--- src/rtl/ext_int_responder.sv ---
// ext_int_responder
//   Memory-mapped responder for the external interrupt line. Synchronizes the
//   raw irq_in, latches events into a pending flag, drives irq_out to CP0 and
//   counts accepted events. The CPU handler acknowledges by storing to STATUS.
//
// Register map (word addresses, addr[1:0] ignored):
//   BASE+0  STATUS  {29'b0, hold, s2, pending}   any store = acknowledge
//   BASE+4  COUNT   32-bit event counter, byte-masked writable
//   BASE+8  CTRL    {30'b0, mode, en}            mode: 0 level, 1 edge
//
// Ports:
//   clk, reset  - rising-edge clock, synchronous active-high reset
//   irq_in      - raw external interrupt, asynchronous to clk
//   addr        - bridge byte address
//   byteen      - store byte enables, nonzero = write this cycle
//   wdata       - store data
//   rdata       - combinational read data (0 when not hit)
//   irq_out     - registered interrupt request to CP0
//   hit         - combinational address match on any of the three registers
module ext_int_responder #(
    parameter logic [31:0] BASE = 32'h0000_7F20
) (
    input  logic        clk,
    input  logic        reset,
    input  logic        irq_in,
    input  logic [31:0] addr,
    input  logic [3:0]  byteen,
    input  logic [31:0] wdata,
    output logic [31:0] rdata,
    output logic        irq_out,
    output logic        hit
);

    typedef enum logic [1:0] {
        IDLE = 2'd0,
        PEND = 2'd1,
        HOLD = 2'd2
    } state_t;

    localparam logic [29:0] A_STAT = BASE[31:2];
    localparam logic [29:0] A_CNT  = A_STAT + 30'd1;
    localparam logic [29:0] A_CTRL = A_STAT + 30'd2;

    state_t      state_q, state_d;
    logic        s1_q, s2_q, s2_prev_q;
    logic [31:0] count_q, count_d;
    logic        mode_q, mode_d;
    logic        en_q, en_d;
    logic        irq_q, irq_d;

    logic sel_stat, sel_cnt, sel_ctrl;
    logic wr, ack, cnt_wr, ctrl_wr;
    logic ev, inc;

    // Byte offset bits are don't-care for word registers.
    logic unused_addr_bits;
    assign unused_addr_bits = ^addr[1:0];

    // ------------------------------------------------------------------
    // Address decode and write strobes
    // ------------------------------------------------------------------
    assign sel_stat = (addr[31:2] == A_STAT);
    assign sel_cnt  = (addr[31:2] == A_CNT);
    assign sel_ctrl = (addr[31:2] == A_CTRL);
    assign hit      = sel_stat | sel_cnt | sel_ctrl;

    assign wr      = |byteen;
    assign ack     = sel_stat & wr;
    assign cnt_wr  = sel_cnt & wr;
    // Only byte 0 of CTRL carries state.
    assign ctrl_wr = sel_ctrl & byteen[0];

    assign mode_d = ctrl_wr ? wdata[1] : mode_q;
    assign en_d   = ctrl_wr ? wdata[0] : en_q;

    // Event is evaluated with the CTRL value already registered, so a CTRL
    // store influences the event at the following edge.
    assign ev = en_q & (mode_q ? (s2_q & ~s2_prev_q) : s2_q);

    // ------------------------------------------------------------------
    // FSM: state register
    // ------------------------------------------------------------------
    always_ff @(posedge clk) begin
        if (reset) begin
            state_q   <= IDLE;
            s1_q      <= 1'b0;
            s2_q      <= 1'b0;
            s2_prev_q <= 1'b0;
            count_q   <= 32'd0;
            mode_q    <= 1'b0;
            en_q      <= 1'b1;
            irq_q     <= 1'b0;
        end else begin
            state_q   <= state_d;
            s1_q      <= irq_in;
            s2_q      <= s1_q;
            s2_prev_q <= s2_q;
            count_q   <= count_d;
            mode_q    <= mode_d;
            en_q      <= en_d;
            irq_q     <= irq_d;
        end
    end

    // ------------------------------------------------------------------
    // FSM: next state
    // ------------------------------------------------------------------
    always_comb begin
        state_d = state_q;
        inc     = 1'b0;
        case (state_q)
            IDLE: begin
                if (ev) begin
                    state_d = PEND;
                    inc     = 1'b1;
                end
            end
            PEND: begin
                if (ack) begin
                    if (mode_q && ev) begin
                        // A fresh edge lands on the ack cycle: it becomes
                        // the new pending interrupt.
                        inc = 1'b1;
                    end else if (!mode_q && s2_q) begin
                        // Line still high in level mode; wait for it to
                        // drop so the synchronizer lag cannot re-trigger.
                        state_d = HOLD;
                    end else begin
                        state_d = IDLE;
                    end
                end
            end
            HOLD: begin
                if (!s2_q || mode_q || (mode_d != mode_q)) begin
                    state_d = IDLE;
                end
            end
            default: state_d = IDLE;
        endcase
    end

    // ------------------------------------------------------------------
    // FSM: outputs and datapath next values
    // ------------------------------------------------------------------
    always_comb begin
        irq_d = (state_d == PEND) & en_d;
    end

    // A COUNT store beats a same-cycle increment.
    always_comb begin
        count_d = count_q;
        if (cnt_wr) begin
            for (int b = 0; b < 4; b++) begin
                if (byteen[b]) begin
                    count_d[8*b +: 8] = wdata[8*b +: 8];
                end
            end
        end else if (inc) begin
            count_d = count_q + 32'd1;
        end
    end

    always_comb begin
        rdata = 32'd0;
        if (sel_stat) begin
            rdata = {29'd0, (state_q == HOLD), s2_q, (state_q == PEND)};
        end else if (sel_cnt) begin
            rdata = count_q;
        end else if (sel_ctrl) begin
            rdata = {30'd0, mode_q, en_q};
        end
    end

    assign irq_out = irq_q;

endmodule

--- config.mk ---
export PLATFORM = sky130hd
export DESIGN_NAME = ext_int_responder
export DESIGN_NICKNAME = d
export VERILOG_FILES = /design/src/rtl/ext_int_responder.sv
export SDC_FILE = /design/constraint.sdc
export NUM_CORES = 1
export LEC_CHECK = 0
export ABC_AREA = 1
export BUFFER_PORTS_ARGS = -buffer_cell sky130_fd_sc_hd__buf_4
export CAP_MARGIN = 20
export CORE_ASPECT_RATIO = 0.7
export CORE_MARGIN = 10
export CORE_UTILIZATION = 53
export CTS_BUF_LIST = sky130_fd_sc_hd__clkbuf_16
export DETAILED_ROUTE_END_ITERATION = 8
export GPL_TIMING_DRIVEN = 0
export PLACE_DENSITY = 0.78
export SLEW_MARGIN = 20
export SYNTH_ARGS = -nofsm -noshare
export SYNTH_HDL_FRONTEND = slang
export SYNTH_SLANG_ARGS = --single-unit
--- constraint.sdc ---
create_clock -name clk -period 2.4 [get_ports clk]
set_clock_uncertainty 0.2 [all_clocks]
set_input_delay 0.24 -clock clk [delete_from_list [all_inputs] [get_ports clk]]
set_output_delay 0.24 -clock clk [all_outputs]
set_load 0.01 [all_outputs]
# Word level (Yosys, flattened, before mapping)
# Index checks and enable logic that the tools add are counted.
totals:
  out_inout_bits: 34
  regBits: 40
  in_bits: 71
  word_cells: 67
classes:
  addsub: 1
  eq_ne: 11
  reduce_logical: 13
  bitwise: 9
  muxes: 22
op_table:
  columns: ["cell", "count"]
  rows:
  - ["$mux 32", 4]
  - ["$eq 30x13->1 const B", 3]
  - ["$add 32x1->32 const B", 1]
  - ["$mux 8", 4]
  - ["$mux 2", 6]
  - ["$ne 2x2->1 const B", 4]
  - ["$reduce_and 2->1", 4]
  - ["$and 1x1->1", 6]
  - ["$mux 1", 6]
  - ["$pmux 2 s3", 1]
  - ["$eq 2x1->1 const B", 2]
  - ["$reduce_or 4->1", 1]
  - ["$eq 2x2->1 const B", 1]
  - ["$logic_and 1x1->1", 2]
  - ["$logic_not 1->1", 2]
  - ["$logic_not 2->1", 1]
  - ["$logic_or 1x1->1", 2]
  - ["$or 1x1->1", 2]
  - ["$pmux 1 s2", 1]
  - ["$reduce_bool 2->1", 1]
  - ["$ne 1x1->1", 1]
  - ["$not 1->1", 1]

# Depth between registers and ports, before layout
# Gate-level depths: netlist of the first run.
depth:
  ltp_word: 10
  ltp_mapped: 14
  ltp_nobuf: 14

# Worst setup path before layout of the first run
# OpenSTA, ideal clock, no wires.
synth_timing:
  path_kind: "flip-flop to flip-flop"
  start: "reg count_q[0]"
  end: "reg count_q[18]"
  path_stages_with_launch: 12
  t_arrival_ps: 1541
  setup_ps: 114
  synth_period_minus_slack_ps: 1855
  setup_slack_ps: 545
  n_path_buf: 0
  t_required_ps: 2086
  path_cell_list: "dfxtp_1 > ha_1 > nand2_1 > nor2_1 > nand2_1 > nor2_1 > nand2_1 > xor2_1 > nand2_1 > nand2_1 > a21oi_1 > nor2_1"
synth_via:
  elab_chain_cells: 3
synth_lines:
  columns: ["element", "line_no", "source"]
  rows:
  - ["from (decl)", "46", "logic [31:0] count_q, count_d;"]
  - ["from (signal assigned)", "98", "count_q <= count_d;"]
  - ["$add 32x1->32", "159", "count_d = count_q + 32'd1;"]
  - ["$mux 32", "158", "end else if (inc) begin"]
  - ["$mux 32", "152", "if (cnt_wr) begin"]
# No other way between the ends. The select of a mux whose other input is x is not followed.
# A chain may end at the register's enable or synchronous reset.

# Worst setup path in the final report of the first run
# Same ends and word-level chain as after synthesis.

==> out/qor.csv, run 1 <==
stage,metric,value,unit
status,outcome,completed,
timing,final_hold_viol_count,0,
route,drc_errors,0,
route,routedWlPerCell,16.2,um
floorplanning,initial_core_util,0.554,
yosys,syn_inst,655,
layout,drive_above_1_share,0.184,
floorplanning,die_w,117,um
clock_tree,clk_path_buf_depth,2,
worst_setup_path,r2r_start,count_q[0],
clock_tree,cts.sinks,40,
worst_setup_path,crit_fanout,5,
timing,tightest_slew,0.668,ns
worst_setup_path,r2r_end,count_q[18],
power,switching_share,0.314,
floorplanning,io_pins,105,
yosys,synth.largest_area_cell,nand2_1,
clock_tree,path_clk_slew,0.06,ns
layout,diodes,0,
clock_tree,cts_buffers,5,
power,vdd_drop_max,0.312,mV
global_route,grt_pass1_wl,21.6,mm
timing,fin_crit_sh,0.938,
yosys,synthTopCellsByArea,"nand2_1 25%, dfxtp_1 23%, nor2_1 13%",
timing,tns,0,ns
route,drt_wl_total,13.7,mm
placed_design,dp_hpwl,10.9,mm
power,p_sw,0.000590,W
route,drt_iter0_drc,679,
yosys,ys_warn_count,0,
worst_setup_path,cp_data_required_time,2.38,ns
placed_design,portBuffers,102,
floorplanning,dieArea,10300,um^2
global_route,grt_usage,0.263,
power,p_leak,2.33,nW
yosys,ys_seq_elements,40,
timing,finalMaxSlewViolations,0,
worst_hold_path,worstHoldStart,wdata[24],
power,clkPwrFrac,0.364,
floorplanning,core,6310,um^2
worst_hold_path,min_to,count_q[24],
timing,rsz0062_at_grt,false,
worst_hold_path,hp-class,in -> reg,
timing,fmax,444,MHz
worst_setup_path,r2r_cells,11,
yosys,syn-num-nets,727,
worst_hold_path,worst_hold_path.num_cells,5,
yosys,synth.top_cell.area_share,0.247,
global_route,grt_max_degree,15,
placed_design,dp_cells,835,
clock_tree,htreeDepth,2,
yosys,syn_area,3500,um^2
route,first_pass_iters,6,
placed_design,place_congestion,1.03,
timing,slew_headroom,0.555,
timing,setup_viol,0,
power,cellInternalPower,0.00129,W
route,via_per_inst,5.46,
clock_tree,cts-root-buf,clkbuf_16,
power,combPwrFrac,0.225,
power,pwr_density_cell,415,nW/um^2
clock_tree,cts_tree,yes,
worst_setup_path,rrSetupSlack,0.15,ns
floorplanning,num_rows,24,
layout,final-instance-count-excl-fill,845,
layout,area_growth,29.7,%
worst_setup_path,critPathKind,reg -> reg,
route,ant_nets,0,
power,seq_power_share,0.411,
yosys,ys_types,26,
global_route,grt-ovfl-total,0,
timing,timing.final.crit_period,2.25,ns
clock_tree,clk_latency,0.29,ns
run,maxCapViolCount,0,
route,num_vias,4615,
yosys,ys.flop_type,dfxtp_1,
yosys,synth_edf_count,0,
yosys,yosysSeqAreaShare,0.229,
worst_setup_path,critPathLaunchType,flop,
layout,nets,838,
global_route,grt_pass1_vias,4293,
yosys,synth.avg_cell_area,5.34,um^2
global_route,antenna_found_initial,0,
worst_setup_path,end_kind,flop,
worst_setup_path,arrival,2.23,ns
yosys,async_flop_share,0,
floorplanning,dieHeight,88.0,um
cell usage in the layout (no fill, tap or decap), types with 5 or more instances in the layout:
cell / instances
a21oi_1: 34
buf_4: 110
clkbuf_1: 6
clkbuf_16: 5
dfxtp_1: 40
inv_1: 71
nand2_1: 230
nand3_1: 63
nand4_1: 5
nor2_1: 117
nor3_1: 33
o21ai_0: 10
xor2_1: 10
per-stage QoR:
| stage | cell area [um^2] | total power [W] | setup WS, ns | hold slack [ns] | util |
|---|---|---|---|---|---|
| floorplan | 3500 | 0.00102 | 0.545 | 0.109 | - |
| global placement | 4360 | 0.00117 | 0.117 | 0.194 | 0.691 |
| detailed placement | 4360 | 0.00119 | 0.117 | 0.199 | 0.691 |
| CTS | 4530 | 0.00186 | 0.107 | 0.0704 | 0.718 |
| global route | 4540 | 0.00196 | 0.0190 | 0.0884 | 0.719 |
| finish | 4540 | 0.00188 | 0.149 | 0.0683 | 0.719 |
Yosys cell counts (4+ instances only):
cell type and instances:
o21ai_0 10, nand2_1 230, buf_2 4, nor3_1 33
nor2_1 118, nand3_1 63, xor2_1 10, dfxtp_1 40
a21oi_1 34, nand2_4 4, buf_4 8, clkbuf_1 9
inv_1 71, nand4_1 5
power groups by stage:
stage | registers, W | clock network (W) | logic (W)
after global placement | 0.000781 | 0 | 0.000392
final | 0.000773 | 0.000686 | 0.000424
after CTS | 0.000769 | 0.000680 | 0.000413
after global routing | 0.000777 | 0.000712 | 0.000475
after floorplan | 0.000767 | 0 | 0.000252
after detailed placement | 0.000783 | 0 | 0.000408
flip-flops by register name, indices dropped and copies added, names as in the netlist:
register   cells
count_q       32
state_q        2
en_q           1
irq_out        1
mode_q         1
s1_q           1
s2_prev_q      1
s2_q           1
what timing repair did:
item / 4_1_cts / 5_1_grt
setup buffers: 0 / 0
endpoints found under the hold margin: 5 / 0
hold buffers: 2 / 0
endpoints found under the setup margin: 0 / 18
resized for setup: 0 / 8
final cells by class:
class | instances | area (um^2)
inverter | 73 | 279
buffer | 24 | 158
clock buffer | 5 | 125
multi-input combinational | 518 | 2270
tap | 78 | 97.6
fill | 554 | 1770
timing repair buffer | 104 | 786
sequential | 40 | 801
clock inverter | 3 | 23.8
layer usage:
| layer | track usage | part of all wire | vias up |
|---|---|---|---|
| met5 | 0 | 0 | - |
| met4 | 0.0515 | 0.0091 | 0 |
| met3 | 0.0792 | 0.14 | 18 |
| met2 | 0.408 | 0.44 | 322 |
| met1 | 0.353 | 0.41 | 2016 |
| li1 | - | - | 2259 |
critical path, stage by stage (launching register included):
cell,delay (ns)
dfxtp_1,0.37
ha_1,0.18
nand2_1,0.09
nor2_1,0.31
nand2_1,0.17
nor2_2,0.28
nand2_1,0.11
xor2_1,0.15
nand2_1,0.05
nand2_1,0.06
a21oi_1,0.12
nor2_1,0.05
worst max-delay path by stage:
stage                          start          end  slack (ns)  cells after the start
after floorplan           count_q[0]  count_q[18]        0.55                     11
after global placement      addr[15]    rdata[23]        0.12                     10
after detailed placement  count_q[0]  count_q[18]        0.12                     11
after CTS                 count_q[0]  count_q[18]        0.11                     11
after global routing        addr[27]    rdata[22]        0.02                     10
final                     count_q[0]  count_q[18]        0.15                     11
cells by family after synthesis:
| logic type | share of synthesized area |
|---|---|
| AND/OR/NAND/NOR | 0.552 |
| buffers and inverters | 0.123 |
| AO/OA/AOI/OAI | 0.0666 |
| flip-flops | 0.229 |
| XOR/XNOR | 0.0251 |
| adder cells (fa/ha/maj) | 0.00358 |
(Power assumes the default switching activity.)
==> run 2, diff against run 1 <==
--- a/config.mk
+++ b/config.mk
@@ -15,6 +15,7 @@
 export DETAILED_ROUTE_END_ITERATION = 8
 export GPL_TIMING_DRIVEN = 0
 export PLACE_DENSITY = 0.78
+export SETUP_SLACK_MARGIN = 0.4
 export SLEW_MARGIN = 20
 export SYNTH_ARGS = -nofsm -noshare
 export SYNTH_HDL_FRONTEND = slang
==> out/qor.csv, run 2 (synthesis gave the netlist of run 1 again) <==
stage,metric,value,unit,change
power,pwr_density_cell,396,nW/um^2,was 415 nW/um^2
worst_setup_path,cpPeakStageDelay,0.23,ns,was 0.37 ns
clock_tree,cts-root-buf,clkbuf_16,,unchanged
worst_setup_path,r2r_end,count_q[31],,was count_q[18]
global_route,grt-ovfl-total,0,,unchanged
worst_setup_path,path_buf_inv,4,,was 0
layout,area_growth,39.6,%,was 29.7%
power,switching_share,0.326,,was 0.314
route,num_vias,4908,,was 4615
timing,fmax,469,MHz,was 444 MHz
floorplanning,dieArea,10300,um^2,unchanged
worst_setup_path,crit_slowest_cell,nand4_1,,was dfxtp_1
worst_setup_path,rrSetupSlack,0.41,ns,was 0.15 ns
timing,tns,0,ns,unchanged
power,cellInternalPower,0.00130,W,was 0.00129 W
clock_tree,clk_path_buf_depth,2,,unchanged
worst_setup_path,crit_fanout,4,,was 5
layout,drive_above_1_share,0.256,,was 0.184
worst_setup_path,arrival,1.69,ns,was 2.23 ns
worst_hold_path,min_to,count_q[24],,unchanged
status,outcome,completed,,unchanged
global_route,grt_pass1_wl,21.6,mm,about the same
route,drt_iter0_drc,786,,was 679
floorplanning,initial_core_util,0.554,,unchanged
worst_hold_path,hp-class,in -> reg,,unchanged
power,p_sw,0.000629,W,was 0.000590 W
power,seq_power_share,0.402,,was 0.411
power,vdd_drop_max,0.322,mV,was 0.312 mV
clock_tree,cts_buffers,5,,unchanged
timing,final_hold_viol_count,0,,unchanged
power,p_leak,2.41,nW,was 2.33 nW
worst_hold_path,worstHoldStart,wdata[24],,unchanged
clock_tree,cts.sinks,40,,unchanged
clock_tree,path_clk_slew,0.06,ns,about the same
global_route,antenna_found_initial,0,,unchanged
layout,diodes,0,,unchanged
floorplanning,core,6310,um^2,unchanged
worst_setup_path,cp_data_required_time,1.96,ns,was 2.38 ns
route,via_per_inst,5.76,,was 5.46
placed_design,portBuffers,102,,unchanged
route,drt_wl_total,15.4,mm,was 13.7 mm
route,routedWlPerCell,18.0,um,was 16.2 um
power,combPwrFrac,0.239,,was 0.225
run,maxCapViolCount,0,,unchanged
worst_setup_path,r2r_start,count_q[14],,was count_q[0]
worst_setup_path,critPathKind,in -> out,,was reg -> reg
route,ant_nets,0,,unchanged
floorplanning,die_w,117,um,unchanged
worst_setup_path,critPathLaunchType,input port,,was flop
placed_design,place_congestion,1.03,,unchanged
worst_setup_path,end_kind,output pin,,was flop
global_route,grt_max_degree,15,,unchanged
worst_setup_path,cp_cell_sequence,"buf_4, nor2_2, nand2_1, nor2_2, nand2_2, inv_4, nand4_1, o21ai_1, o21ai_1, inv_1, buf_6",,"was ha_1, nand2_1, nor2_1, nand2_1, nor2_2, nand2_1, xor2_1, nand2_1, nand2_1, a21oi_1, nor2_1"
global_route,grt_pass1_vias,4283,,was 4293
placed_design,dp_hpwl,10.9,mm,unchanged
layout,final_common_cell,nand2_1,,unchanged
layout,reg_top3,"count_q x32, state_q x2",,unchanged
timing,finalMaxSlewViolations,0,,unchanged
timing,fin_crit_sh,0.888,,was 0.938
clock_tree,htreeDepth,2,,unchanged
timing,setup_viol,0,,unchanged
worst_setup_path,path_delay_family,simple AND/OR/NAND/NOR gates,,unchanged
route,first_pass_iters,6,,unchanged
global_route,grt_usage,0.263,,about the same
power,clkPwrFrac,0.360,,was 0.364
layout,nets,845,,was 838
timing,tightest_slew,0.622,ns,was 0.668 ns
layout,regMostFlops,count_q,,unchanged
timing,whs,0.0638,ns,was 0.0683 ns
clock_tree,clk_latency,0.29,ns,about the same
layout,largest_register_ffs,32,,unchanged
timing,rsz0062_at_grt,true,,was false
timing,slew_headroom,0.586,,was 0.555
timing,timing.final.crit_period,2.13,ns,was 2.25 ns
layout,mostFrequentLayoutCells,"225 x nand2_1, 107 x buf_4, 96 x nor2_1, 66 x inv_1, 61 x nand3_1",,"was 230 x nand2_1, 117 x nor2_1, 110 x buf_4, 71 x inv_1, 63 x nand3_1"
worst_setup_path,r2r_cells,11,,unchanged
route,drc_errors,0,,unchanged
floorplanning,num_rows,24,,unchanged
floorplanning,io_pins,105,,unchanged
floorplanning,dieHeight,88.0,um,unchanged
clock_tree,cts_tree,yes,,unchanged
worst_hold_path,worst_hold_path.num_cells,5,,unchanged
==> run 2: cell count changes in the layout (fill, tap and decap cells not counted), sizes merged <==
cell | before | now
clkbuf | 15 | 11
buf | 116 | 127
==> run 2: repair_timing <==
action / 4_1_cts / 5_1_grt
setup buffers: 0 / 7
hold endpoints to repair: 5 / 0
hold buffers: 2 / 0
gates resized for setup: 20 / 80
pin swaps: 2 / 18
endpoints found under the setup margin: 40 / 58
==> run 2: per-stage QoR <==
step | power (W) | std cells | cell area (um^2) | util | worst slack [ns]
detailed placement | 0.00119 | 835 | 4360 | 0.691 | 0.117
finish | 0.00193 | 852 | 4880 | 0.774 | 0.270
floorplan | 0.00102 | 655 | 3500 | - | 0.545
CTS | 0.00186 | 845 | 4580 | 0.726 | 0.314
global route | 0.00200 | 852 | 4880 | 0.774 | 0.211
global placement | 0.00117 | 835 | 4360 | 0.691 | 0.117
==> run 2: worst min-delay path, stage by stage <==
cell,delay [ns]
buf_4,0.08
nand2_1,0.04
nand2_1,0.06
a21oi_1,0.04
nor2_1,0.06
==> run 2: power groups by stage <==
stage | Sequential [W] | Combinational (W) | Clock (W)
4_1_cts | 0.000769 | 0.000413 | 0.000680
3_5_place_dp | 0.000783 | 0.000408 | 0
6_report | 0.000776 | 0.000461 | 0.000695
3_3_place_gp | 0.000781 | 0.000392 | 0
2_1_floorplan | 0.000767 | 0.000252 | 0
5_1_grt | 0.000780 | 0.000505 | 0.000712
==> run 2: final cells by class <==
type                       instances  area [um^2]
buffer                            24          206
clock buffer                       5          125
clock inverter                     3         23.8
fill                             485         1430
inverter                          73          282
multi-input combinational        518         2470
sequential                        40          803
tap                               78         97.6
timing repair buffer             111          868
==> run 2: layer usage <==
layer / up-vias / global-route usage / wire (um)
li1: 2278 / - / -
met1: 2167 / 0.363 / 5960
met2: 402 / 0.412 / 6890
met3: 61 / 0.0581 / 2030
met4: 0 / 0.0537 / 500
met5: - / 0 / 0
==> run 2: how the worst max path moves through the flow <==
stage                    start     endpoint  depth (start not counted)
finish                addr[29]     rdata[0]                         11
global route          addr[29]     rdata[0]                         11
CTS                 count_q[0]  count_q[18]                         11
detailed placement  count_q[0]  count_q[18]                         11
global placement      addr[15]    rdata[23]                         10
floorplan           count_q[0]  count_q[18]                         11
==> run 3, diff against run 2 <==
--- a/config.mk
+++ b/config.mk
@@ -11,7 +11,6 @@
 export CORE_ASPECT_RATIO = 0.7
 export CORE_MARGIN = 10
 export CORE_UTILIZATION = 53
-export CTS_BUF_LIST = sky130_fd_sc_hd__clkbuf_16
 export DETAILED_ROUTE_END_ITERATION = 8
 export GPL_TIMING_DRIVEN = 0
 export PLACE_DENSITY = 0.78
==> constraint.sdc (replaced) <==
create_clock -name clk -period 2.4 [get_ports clk]
set_clock_uncertainty 0.2 [all_clocks]
set_input_delay 0.24 -clock clk [delete_from_list [all_inputs] [get_ports clk]]
set_output_delay 0.24 -clock clk [all_outputs]
set_load 0.05 [all_outputs]
==> out/qor.csv, run 3 (synthesis gave the netlist of run 1 again) <==
stage,metric,value,unit,change
status,outcome,"finished, violations left",,was completed
status,violations,DRC,,
layout,regArea,807,um^2,was 803 um^2
layout,largest_register_ffs,32,,unchanged
worst_setup_path,crit_slowest_cell,clkbuf_1,,was nand4_1
run,maxCapViolCount,0,,unchanged
power,pwr_density_cell,329,nW/um^2,was 396 nW/um^2
layout,regMostFlops,count_q,,unchanged
worst_setup_path,cp_cell_sequence,"dlygate4sd3_1, buf_4, clkinv_1, clkbuf_1, nand2_1, nor2_1",,"was buf_4, nor2_2, nand2_1, nor2_2, nand2_2, inv_4, nand4_1, o21ai_1, o21ai_1, inv_1, buf_6"
floorplanning,die_w,117,um,unchanged
layout,reg_top3,"count_q x32, state_q x2",,unchanged
layout,multiInputGateArea,2830,um^2,was 2470 um^2
worst_setup_path,cp_data_required_time,2.44,ns,was 1.96 ns
worst_setup_path,arrival,2.13,ns,was 1.69 ns
clock_tree,clk_path_buf_depth,2,,unchanged
global_route,antenna_found_initial,0,,unchanged
clock_tree,cts_buffers,5,,unchanged
layout,nets,857,,was 845
layout,fillers,347,,was 485
floorplanning,io_pins,105,,unchanged
global_route,grt-ovfl-total,0,,unchanged
floorplanning,dieHeight,88.0,um,unchanged
placed_design,dp_cells,835,,unchanged
timing,tns,0,ns,unchanged
layout,diodes,0,,unchanged
route,drc_errors,8,,was 0
power,clkPwrFrac,0.282,,was 0.360
global_route,grt_usage,0.287,,was 0.263
route,routedWlPerCell,20.6,um,was 18.0 um
route,drt_iter0_drc,922,,was 786
power,p_total,0.00180,W,was 0.00193 W
worst_setup_path,path_delay_family,buffers and inverters,,was simple AND/OR/NAND/NOR gates
worst_setup_path,path_buf_inv,4,,unchanged
placed_design,portBuffers,102,,unchanged
clock_tree,cts.sinks,40,,unchanged
power,switching_share,0.374,,was 0.326
floorplanning,initial_core_util,0.554,,unchanged
floorplanning,core,6310,um^2,unchanged
timing,fin_crit_sh,0.870,,was 0.888
route,ant_nets,0,,unchanged
route,via_per_inst,6.31,,was 5.76
placed_design,dp_hpwl,11.1,mm,was 10.9 mm
layout,mostFrequentLayoutCells,"219 x nand2_1, 91 x nor2_1, 91 x buf_4, 64 x inv_1, 60 x nand3_1",,"was 225 x nand2_1, 107 x buf_4, 96 x nor2_1, 66 x inv_1, 61 x nand3_1"
timing,finalMaxSlewViolations,0,,unchanged
worst_setup_path,cpPeakStageDelay,0.63,ns,was 0.23 ns
clock_tree,cts-root-buf,clkbuf_8,,was clkbuf_16
power,p_leak,2.53,nW,was 2.41 nW
route,num_vias,5450,,was 4908
worst_hold_path,hp-class,in -> reg,,unchanged
clock_tree,cts_tree,yes,,unchanged
worst_setup_path,critPathLaunchType,input port,,unchanged
power,vdd_drop_max,0.309,mV,was 0.322 mV
power,combPwrFrac,0.286,,was 0.239
power,seq_power_share,0.433,,was 0.402
timing,whs,0.0299,ns,was 0.0638 ns
layout,final-instance-count-excl-fill,864,,was 852
timing,fmax,479,MHz,was 469 MHz
layout,area_growth,56.8,%,was 39.6%
placed_design,place_congestion,1.05,,was 1.03
global_route,grt_pass1_vias,4545,,was 4283
worst_setup_path,crit_fanout,10,,was 4
timing,setup_viol,0,,unchanged
floorplanning,dieArea,10300,um^2,unchanged
global_route,grt_max_degree,15,,unchanged
floorplanning,num_rows,24,,unchanged
clock_tree,path_clk_slew,0.10,ns,was 0.06 ns
clock_tree,clk_latency,0.31,ns,was 0.29 ns
worst_setup_path,critPathKind,in -> reg,,was in -> out
worst_setup_path,end_kind,flop,,was output pin
timing,timing.final.crit_period,2.09,ns,was 2.13 ns
timing,slew_headroom,0.480,,was 0.586
timing,final_hold_viol_count,0,,unchanged
layout,final_common_cell,nand2_1,,unchanged
timing,rsz0062_at_grt,true,,unchanged
clock_tree,htreeDepth,2,,unchanged
power,cellInternalPower,0.00113,W,was 0.00130 W
timing,tightest_slew,0.780,ns,was 0.622 ns
global_route,grt_pass1_wl,23.3,mm,was 21.6 mm
route,first_pass_iters,9,,was 6
power,p_sw,0.000674,W,was 0.000629 W
layout,drive_above_1_share,0.314,,was 0.256
route,drt_wl_total,17.8,mm,was 15.4 mm
==> run 3: cell types whose count changed in the layout (fill, tap and decap cells not counted), sizes merged <==
cell    change
bufbuf      +1
buf         +8
clkbuf      +3
==> run 3: stage by stage <==
| stage | setup slack [ns] | instance area [um^2] | util |
|---|---|---|---|
| floorplan | 0.333 | 3860 | - |
| global placement | 0.124 | 4730 | 0.749 |
| detailed placement | 0.0538 | 4730 | 0.749 |
| CTS | 0.363 | 5140 | 0.816 |
| global route | 0.212 | 5480 | 0.869 |
| finish | 0.311 | 5480 | 0.869 |
==> run 3: cell type report <==
class | count | share of cell area
tap | 78 | 0.0178
clock buffer | 5 | 0.0126
clock inverter | 3 | 0.00434
multi-input combinational | 518 | 0.516
timing repair buffer | 123 | 0.199
inverter | 73 | 0.0518
buffer | 24 | 0.0513
sequential | 40 | 0.147
==> run 3: power by group through the flow <==
stage	sequential [W]	clock, W	combinational, W
final	0.000780	0.000508	0.000515
after global routing	0.000781	0.000509	0.000549
after CTS	0.000766	0.000491	0.000445
after detailed placement	0.000781	0	0.000434
after global placement	0.000780	0	0.000413
after floorplan	0.000769	0	0.000273
==> run 3: final timing paths <==
check / from / endpoint / slack (ns) / cells past startpoint
worst max-delay path: reset / count_q[8] / 0.31 / 6
worst min-delay path: wdata[25] / count_q[25] / 0.03 / 5
worst max register to register: count_q[0] / count_q[6] / 0.33 / 10
worst min register to register: s1_q / s2_q / 0.23 / 2
==> run 3: repair_timing <==
item,CTS,global route
pin swaps,9,23
gates resized for setup,50,81
hold buffers,2,0
cloned,2,1
hold endpoints to repair,5,0
setup endpoints to repair,40,64
buffers inserted,7,9
==> run 3: worst register-to-register path, cell delays in order, from the launching register on <==
cell and delay [ns]:
dfxtp_2 0.37, ha_1 0.19, nand2_1 0.14, inv_2 0.13
nand3_4 0.13, inv_1 0.11, nor2_1 0.04, o21ai_0 0.26
nand2_1 0.14, a21oi_1 0.17, nor2_1 0.07
==> run 3: per-layer routing <==
layer  GRT usage  up-vias  wire (um)
li1            -     2303          -
met1       0.364     2395       6060
met2       0.458      603       7840
met3      0.0874      149       2790
met4      0.0940        0       1150
met5           0        -          0
